<file path="config.mk">
export PLATFORM = sky130hd
export DESIGN_NAME = bounded_updown_counter_flat
export DESIGN_NICKNAME = d
export VERILOG_FILES = /design/src/rtl/bounded_updown_counter_if.sv /design/src/rtl/bounded_updown_counter.sv /design/src/flat_wrapper.sv
export SDC_FILE = /design/constraint.sdc
export NUM_CORES = 1
export LEC_CHECK = 0
export CAP_MARGIN = 20
export CORE_MARGIN = 10
export CORE_UTILIZATION = 51
export DETAILED_ROUTE_END_ITERATION = 10
export GPL_ROUTABILITY_DRIVEN = 1
export PLACE_DENSITY = 0.9
export SYNTH_ARGS = -nofsm -noshare
export SYNTH_HDL_FRONTEND = slang
export SYNTH_SLANG_ARGS = --single-unit
</file>
<file path="constraint.sdc">
create_clock -name clk -period 3.1 [get_ports clk]
set_input_delay 0.465 -clock clk [delete_from_list [all_inputs] [get_ports clk]]
set_output_delay 0.465 -clock clk [all_outputs]
set_load 0.03 [all_outputs]
</file>
<file path="src/rtl/bounded_updown_counter_if.sv">
// Control/status bundle for bounded_updown_counter.
// The master drives the load/count requests; the slave (the counter) returns
// the registered count, terminal-count and load-error flags.
interface bounded_updown_counter_if #(
    parameter int WIDTH = 8
);
    logic             en;
    logic             load;
    logic [WIDTH-1:0] data;
    logic             u_d;
    logic [WIDTH-1:0] count;
    logic             tc;
    logic             load_err;

    modport master (
        output en, load, data, u_d,
        input  count, tc, load_err
    );

    modport slave (
        input  en, load, data, u_d,
        output count, tc, load_err
    );
endinterface

</file>
<file path="src/rtl/bounded_updown_counter.sv">
// Bounded up/down counter with synchronous load, count enable, wrap or
// saturate at the bounds, and registered terminal-count / load-error flags.
// Optional feature macro: COUNTER_PRESCALE_EN -- when defined, a step happens
// only once every PRESCALE enabled cycles; when undefined every enabled cycle
// is a step and no prescale logic exists.
module bounded_updown_counter #(
    parameter int WIDTH    = 8,
    parameter int MIN_VAL  = 10,
    parameter int MAX_VAL  = 40,
    parameter int STEP     = 1,
    parameter bit WRAP     = 1'b1,
    parameter int PRESCALE = 4
) (
    input logic                     clk,
    input logic                     rst,
    bounded_updown_counter_if.slave bus
);
    // Arithmetic is done one bit wider than the counter so that count+STEP
    // never overflows and count-STEP can be compared as a signed value.
    localparam logic [WIDTH:0]   MIN_X = (WIDTH+1)'(MIN_VAL);
    localparam logic [WIDTH:0]   MAX_X = (WIDTH+1)'(MAX_VAL);
    localparam logic [WIDTH:0]   STEP_X = (WIDTH+1)'(STEP);
    localparam logic [WIDTH-1:0] MIN_W = WIDTH'(MIN_VAL);
    localparam logic [WIDTH-1:0] MAX_W = WIDTH'(MAX_VAL);

    // Illegal parameter sets stop elaboration instead of building a broken counter.
    if ((MIN_VAL >= MAX_VAL) || ((MAX_VAL >> WIDTH) != 0) || (MIN_VAL < 0) ||
        (STEP < 1) || (STEP > MAX_VAL - MIN_VAL) || (PRESCALE < 1)) begin : g_bad_params
        $error("bounded_updown_counter: illegal parameter combination");
    end

    logic [WIDTH-1:0]        count_q;
    logic                    tc_q;
    logic                    err_q;
    logic [WIDTH-1:0]        count_d;
    logic                    tc_d;
    logic                    err_d;
    logic                    step;
    logic [WIDTH:0]          up_sum;
    logic signed [WIDTH:0]   dn_diff;
    logic                    cnt_ok;
    logic                    data_ok;

`ifdef COUNTER_PRESCALE_EN
    localparam int             PSC_W    = (PRESCALE > 1) ? $clog2(PRESCALE) : 1;
    localparam logic [PSC_W-1:0] PSC_LAST = PSC_W'(PRESCALE - 1);

    logic [PSC_W-1:0] psc_q;

    // Prescale phase: a load restarts it, enabled cycles advance it, else hold.
    always_ff @(posedge clk or negedge rst) begin
        if (!rst)
            psc_q <= '0;
        else if (bus.load)
            psc_q <= '0;
        else if (bus.en)
            psc_q <= (psc_q == PSC_LAST) ? '0 : psc_q + PSC_W'(1);
    end

    assign step = bus.en && (psc_q == PSC_LAST);
`else
    assign step = bus.en;
`endif

    // Next-state for count and the two one-cycle flags; load beats counting.
    always_comb begin
        up_sum  = {1'b0, count_q} + STEP_X;
        dn_diff = $signed({1'b0, count_q}) - $signed(STEP_X);
        cnt_ok  = ({1'b0, count_q} >= MIN_X) && ({1'b0, count_q} <= MAX_X);
        data_ok = ({1'b0, bus.data} >= MIN_X) && ({1'b0, bus.data} <= MAX_X);
        count_d = count_q;
        tc_d    = 1'b0;
        err_d   = 1'b0;
        if (bus.load) begin
            if (data_ok)
                count_d = bus.data;
            else
                err_d = 1'b1;
        end else if (step) begin
            if (!cnt_ok) begin
                // Corrupted state recovers to the reset value and flags it.
                count_d = MIN_W;
                tc_d    = 1'b1;
            end else if (bus.u_d) begin
                if (up_sum <= MAX_X) begin
                    count_d = up_sum[WIDTH-1:0];
                end else begin
                    count_d = WRAP ? MIN_W : MAX_W;
                    tc_d    = 1'b1;
                end
            end else begin
                if (dn_diff >= $signed(MIN_X)) begin
                    count_d = dn_diff[WIDTH-1:0];
                end else begin
                    count_d = WRAP ? MAX_W : MIN_W;
                    tc_d    = 1'b1;
                end
            end
        end
    end

    // Output registers; reset is asynchronous so outputs clear without a clock.
    always_ff @(posedge clk or negedge rst) begin
        if (!rst) begin
            count_q <= MIN_W;
            tc_q    <= 1'b0;
            err_q   <= 1'b0;
        end else begin
            count_q <= count_d;
            tc_q    <= tc_d;
            err_q   <= err_d;
        end
    end

    assign bus.count    = count_q;
    assign bus.tc       = tc_q;
    assign bus.load_err = err_q;
endmodule

</file>
<file path="src/flat_wrapper.sv">
// flat-port wrapper written by rule: the top's interface ports become plain ports
module bounded_updown_counter_flat 
#(
    parameter int WIDTH    = 8,
    parameter int MIN_VAL  = 10,
    parameter int MAX_VAL  = 40,
    parameter int STEP     = 1,
    parameter bit WRAP     = 1'b1,
    parameter int PRESCALE = 4
)
  (clk, rst, bus_en, bus_load, bus_data, bus_u_d, bus_count, bus_tc, bus_load_err);
  bounded_updown_counter_if #(.WIDTH(WIDTH)) bus_i ();
  input logic clk;
  input logic rst;
  input wire logic [$bits(bus_i.en)-1:0] bus_en;
  input wire logic [$bits(bus_i.load)-1:0] bus_load;
  input wire logic [$bits(bus_i.data)-1:0] bus_data;
  input wire logic [$bits(bus_i.u_d)-1:0] bus_u_d;
  output wire logic [$bits(bus_i.count)-1:0] bus_count;
  output wire logic [$bits(bus_i.tc)-1:0] bus_tc;
  output wire logic [$bits(bus_i.load_err)-1:0] bus_load_err;
  assign bus_i.en = bus_en;
  assign bus_i.load = bus_load;
  assign bus_i.data = bus_data;
  assign bus_i.u_d = bus_u_d;
  assign bus_count = bus_i.count;
  assign bus_tc = bus_i.tc;
  assign bus_load_err = bus_i.load_err;
  bounded_updown_counter #(.WIDTH(WIDTH), .MIN_VAL(MIN_VAL), .MAX_VAL(MAX_VAL), .STEP(STEP), .WRAP(WRAP), .PRESCALE(PRESCALE)) u_core (.clk(clk), .rst(rst), .bus(bus_i));
endmodule
</file>
# After elaboration in Yosys (flattened, before gate mapping)
# Index checks and enable logic that the tools add are counted.
# W data, S select, Z words.
totals:
  register_bits: 10
  latch_bits: 0
  mem_bits_rw: 0
  mem_bits_ro: 0
  input_bits: 13
  output_inout_bits: 10
  word_cells: 31
  memories: 0
op_classes:
  add_sub_neg: 2
  mul: 0
  div_mod_pow: 0
  n_lt_le_gt_ge: 6
  n_eq_ne: 1
  shifts: 0
  muxes: 15
  bitwise: 0
  n_reduce_logical: 4
ops:
  columns: ["op", "count"]
  rows:
  - ["$mux W8", 7]
  - ["$ge A8 B4 Y1 const B", 2]
  - ["$le A8 B6 Y1 const B", 2]
  - ["$add A8 B1 Y9 const B", 1]
  - ["$ge A9 B5 Y1 const B", 1]
  - ["$le A9 B6 Y1 const B", 1]
  - ["$sub A8 B1 Y9 const B", 1]
  - ["$mux W1", 8]
  - ["$logic_and A1 B1 Y1", 2]
  - ["$ne A2 B1 Y1 const B", 1]
  - ["$reduce_and A2 Y1", 1]
  - ["$reduce_bool A2 Y1", 1]

# Longest topological paths before layout
logic_depth:
  word_depth: 7
  ltp_mapped: 10
  depth_no_buf: 9

# Least setup slack after synthesis
# No wires, ideal clock.
synth_timing:
  path_kind: "register to register"
  startpoint: "register u_core.count_q[0], in the netlist u_core.bus.count[0]"
  endpoint: "register u_core.count_q[0], in the netlist u_core.bus.count[0]"
  setup_time_ps: 130
  t_arrival_ps: 2357
  required_ps: 2970
  slack_ps: 613
  stages_incl_launch_ff: 10
  n_path_buf: 0
  period_less_slack_ps: 2487
  path_cell_list: "dfrtp_1 -> inv_1 -> ha_1 -> nor2b_1 -> o2111ai_1 -> and3_2 -> a2111oi_4 -> o41a_4 -> o21ai_1 -> a21boi_2"
synth_between:
  elab_chain_len: 7
  word_cells_on_any_way: 13
  cone_classes: "add/sub: 2; order compare: 4; mux: 6; reduce/logical: 1"
synth_lines:
  columns: ["item", "line", "text"]
  rows:
  - ["start: declaration", "bounded_updown_counter.sv:32", "logic [WIDTH-1:0] count_q;"]
  - ["start signal: assignment", "bounded_updown_counter.sv:109", "count_q <= count_d;"]
  - ["$sub A8 B1 Y9 / $add A8 B1 Y9 (equally long branches)", "bounded_updown_counter.sv:68, bounded_updown_counter.sv:67", null]
  - ["$ge A9 B5 Y1 / $le A9 B6 Y1 (equally long branches)", "bounded_updown_counter.sv:92, bounded_updown_counter.sv:85", null]
  - ["$mux W8 (on tied branches)", "bounded_updown_counter.sv:92, bounded_updown_counter.sv:85", null]
  - ["$mux W8", "bounded_updown_counter.sv:84", "end else if (bus.u_d) begin"]
  - ["$mux W8 (*)", "bounded_updown_counter.sv:80", "if (!cnt_ok) begin"]
  - ["$mux W8 (*)", "bounded_updown_counter.sv:79", "end else if (step) begin"]
  - ["$mux W8 (*)", "bounded_updown_counter.sv:74", "if (bus.load) begin"]
# Every way passes the cells marked *; elsewhere a longest branch is shown, timed or not. The select of a mux whose other input is x is not followed.
# A chain may end at the register's enable or synchronous reset.

# Worst setup path after layout
layout_timing:
  startpoint: "register u_core.count_q[1], in the netlist u_core.bus.count[1]"
  endpoint: "register u_core.count_q[2], in the netlist u_core.bus.count[2]"
# The elaborated chain is that of the path after synthesis.

==> reports/results.md <==
| Stage | Metric | This run |
|:---|:---|:---|
| yosys | Synth top cells by count | sky130_fd_sc_hd__nand2_1 (13), sky130_fd_sc_hd__inv_1 (11), sky130_fd_sc_hd__dfrtp_1 (8), sky130_fd_sc_hd__nor2_1 (7), sky130_fd_sc_hd__o21ai_0 (7) |
| critical path | Data required time at the worst endpoint | 3.25 ns |
| pwr | Power per cell area | 741 mW/mm^2 |
| cells and area | Antenna fix cells | 0 |
| pwr | Worst vdd rail ir drop | 0.573 mV |
| timing | Highest achievable clock rate | 386 MHz |
| yosys | Top_reg_cell synth | sky130_fd_sc_hd__dfrtp_1 |
| timing | Worst Tran Pin Value | 0.542 ns |
| clocking | CTS tree | built |
| pwr | Internal Dissipation | 506 uW |
| critical path | RR Startpoint | u_core.bus.count[1]$_DFFE_PN1P_ |
| critical path | Arrival time worst endpoint | 2.74 ns |
| pwr | Leakage power of the design | 0.524 nW |
| detailed routing | Number of iterations in the first detailed-routing pass | 4 |
| place | Detail Placement HPWL | 2.27 mm |
| pwr | Share of total power in combinational logic | 63.3% |
| timing | Final period utilization | 83.5% |
| pwr | Switching power share of the total | 48.9% |
| clocking | CTS H-tree depth | 1 |
| yosys | Dominant cell type by area after synthesis | sky130_fd_sc_hd__dfrtp_1 |
| timing | Worst clock skew | 0.00330 ns |
| floorplanning | Top-level port count | 23 |
| yosys | Cell with the most instances after synthesis | sky130_fd_sc_hd__nand2_1 |
| global routing | Pin count of the biggest net entering global routing | 14 |
| yosys | Net count of the mapped netlist | 145 |
| yosys | Proportion of synthesized chip area in sequential cells | 22.7% |
| detailed routing | DRC violation total after the first TritonRoute iteration | 54 |
| cells and area | Layout Cells excl Fill | 175 |
| global routing | Total global routing overflow | 0 |
| clocking | Hold-fix buffers at CTS | 0 |
| global routing | Initial antenna violation count | 0 |
| critical path | Critical path endpoint category | flop |
| place | DP Cell Count | 171 |
| critical path | Category of the worst setup path launch point | flop |
| critical path | Launch point of the critical path | u_core.bus.count[1]$_DFFE_PN1P_ |
| cells and area | Share of post-route cells with drive strength above 1 | 15.5% |
| detailed routing | Final routed DRC violation total | 0 |
| yosys | Area of the mapped netlist | 0.00111 mm^2 |
| yosys | EDFF count, synth | 0 |
| yosys | Post-synthesis cell count | 128 |
| clocking | Clock latency on the worst-skew pair | 0.26 ns |
| min path | Path type of the worst min-delay path | in -> async |
| critical path | Worst path top cell family by delay | compound AO/OA/AOI/OAI gates |
| clocking | Postcts setup bufs | 0 |
| cells and area | Final standard cell area without fillers | 0.00134 mm^2 |
| yosys | FFs w/ async S/R, synth | 100% |
| clocking | Cts bufs inserted | 3 |
| floorplanning | Core Box Area | 0.00202 mm^2 |
| clocking | Number of buffers on the longest clock path | 2 |
| detailed routing | Overall via count from detail_route | 1,060 |
| timing | Final hold violation count | 0 |
| yosys | Cells taking the most area after synthesis | sky130_fd_sc_hd__dfrtp_1 (18%), sky130_fd_sc_hd__dfstp_2 (4.7%), sky130_fd_sc_hd__ha_1 (4.5%) |
| timing | Max-slew violation count | 0 |
| global routing | Overall global routing resource usage | 13.0% |
| clocking | CTS Sinks | 10 |
| clocking | Reg clk slew, reported paths | 0.06 ns |
| detailed routing | Sum of routed wire length over all layers | 2.75 mm |
| place | Post-placement cell area | 0.00131 mm^2 |
| pwr | Total net switching power | 484 uW |
| global routing | Number of global-route vias before repair | 1,048 |
| yosys | Yosys synthesis warning count | 0 |
| pwr | Sequential cell fraction of total power | 27.4% |
| yosys | Avg Inst Size Synth | 8.69 um^2 |
| critical path | Worst path buffer plus inverter count | 1 |
| yosys | Flops & latches, synth | 10 |
| critical path | Worst-path cell with the longest stage delay | sky130_fd_sc_hd__dfstp_2 |
| timing | Count of final setup violators | 0 |
| job | Count of maximum capacitance violations | 0 |
| critical path | Biggest cell delay along the critical path | 0.65 ns |
| cells and area | Area added between synthesis and finish | 20.0% |
| detailed routing | Routed WL per cell | 15.7 um |
| floorplanning | Overall die width | 66.7 um |
| place | RD Place Congestion | 0.882 |
| detailed routing | Count of nets left with antenna violations after detail routing | 0 |
| timing | Unrepaired setup endpoints after global routing | no |
| detailed routing | Vias/cell | 6.06 |
| floorplanning | Area of the die | 0.00445 mm^2 |
| floorplanning | Effective utilization at floorplan | 55.0% |
| timing | Clock period minus worst slack | 2.59 ns |
| cells and area | Final core area utilization | 66.0% |
| critical path | Critical path class | reg -> reg |
| floorplanning | Number of placement rows | 16 |
| pwr | Clock network fraction of total power | 9.3% |
| critical path | Crit-path cells | inv_1 -> ha_1 -> nor2b_1 -> o2111ai_1 -> and3_2 -> a2111oi_4 -> nor2_1 -> a21o_1 -> a31o_1 |
| timing | Setup_tns | 0 ns |
| run status | Result of the run | complete, no violations |
| yosys | Yosys top cell area share | 18.0% |
| global routing | Global-route wire length before repair | 4.72 mm |
| place | Count of input and output buffers | 22 |
| floorplanning | DIE HEIGHT | 66.7 um |
| critical path | Maximum fanout encountered on the critical timing path | 11 |
| cells and area | Final Net Count | 166 |
| clocking | Cell at the root of the clock tree | sky130_fd_sc_hd__clkbuf_4 |
| yosys | Distinct cell type count of the synthesized netlist | 57 |
| clocking | Count of instances resized after the clock tree is built | 0 |
| timing | Worst slew margin | 63.3% |
==> cell type report <==
class / instances / area (um^2)
Clock buffer: 4 / 26.3
Multi-Input combinational cell: 100 / 753
Inverter: 11 / 41.3
Sequential cell: 10 / 253
Fill cell: 174 / 687
Tap cell: 27 / 33.8
Timing Repair Buffer: 23 / 228
==> path summary, 6_finish.rpt <==
kind / depth (start not counted) / endpoint / slack, ns
min: 1 / u_core.bus.count[2]$_DFFE_PN0P_ / 0.51
max in group asynchronous: 1 / u_core.bus.count[3]$_DFFE_PN1P_ / 2.26
max: 9 / u_core.bus.count[2]$_DFFE_PN0P_ / 0.51
min in group clk: 2 / u_core.bus.count[0]$_DFFE_PN0P_ / 0.59
min reg2reg: 2 / u_core.bus.count[0]$_DFFE_PN0P_ / 0.59
max reg2reg: 9 / u_core.bus.count[2]$_DFFE_PN0P_ / 0.51
==> per-stage QoR <==
stage / total power, mW / hold slack, ns / worst slack (ns)
global placement: 0.882 / 0.571 / 0.571
floorplan: 0.754 / 0.169 / 0.613
CTS: 0.995 / 0.513 / 0.505
detailed placement: 0.898 / 0.583 / 0.465
finish: 0.990 / 0.508 / 0.510
global route: 1.06 / 0.541 / 0.372
==> power by group through the flow <==
stage | Combinational, mW | Sequential (mW) | Clock, mW
3_5_place_dp | 0.626 | 0.272 | 0
3_3_place_gp | 0.613 | 0.270 | 0
4_1_cts | 0.629 | 0.270 | 0.0955
5_1_grt | 0.680 | 0.281 | 0.103
2_1_floorplan | 0.479 | 0.275 | 0
6_report | 0.626 | 0.271 | 0.0925
==> sequential cells by signal, indices dropped and copies added, names as in the netlist <==
name / flops
u_core.bus.count: 8
u_core.bus.load_err: 1
u_core.bus.tc: 1
==> cells by family after synthesis <==
logic type                 after synthesis  synth area share [%]
AOI/OAI and AO/OA                       40                  30.0
adders and majority gates                4                  4.50
and+or+nand+nor                         49                  27.2
xor gates and xnor gates                 4                  3.15
muxes                                    3                  2.81
DFF                                     10                  22.7
buffers and inverters                   18                  9.56
==> placed cells by master (no fill, tap or decap), types with 3 or more instances in the layout <==
master / count
sky130_fd_sc_hd__inv_1: 11
sky130_fd_sc_hd__clkdlybuf4s50_1: 22
sky130_fd_sc_hd__dfrtp_1: 8
sky130_fd_sc_hd__o21ai_0: 7
sky130_fd_sc_hd__or3_1: 4
sky130_fd_sc_hd__nor2_1: 7
sky130_fd_sc_hd__ha_1: 4
sky130_fd_sc_hd__a21oi_1: 6
sky130_fd_sc_hd__clkbuf_4: 3
sky130_fd_sc_hd__nand3_1: 6
sky130_fd_sc_hd__nand2_1: 13
sky130_fd_sc_hd__xnor2_1: 3
==> routing by layer <==
layer  GRT usage [%]  routed length (um)  vias to the layer above
met3            1.34                 146                        2
met1            14.2                1140                      505
met5               0                   0                        -
li1                -                   -                      513
met4            6.81                  21                        0
met2            23.7                1440                       40
Power figures use the tool's default switching activity.
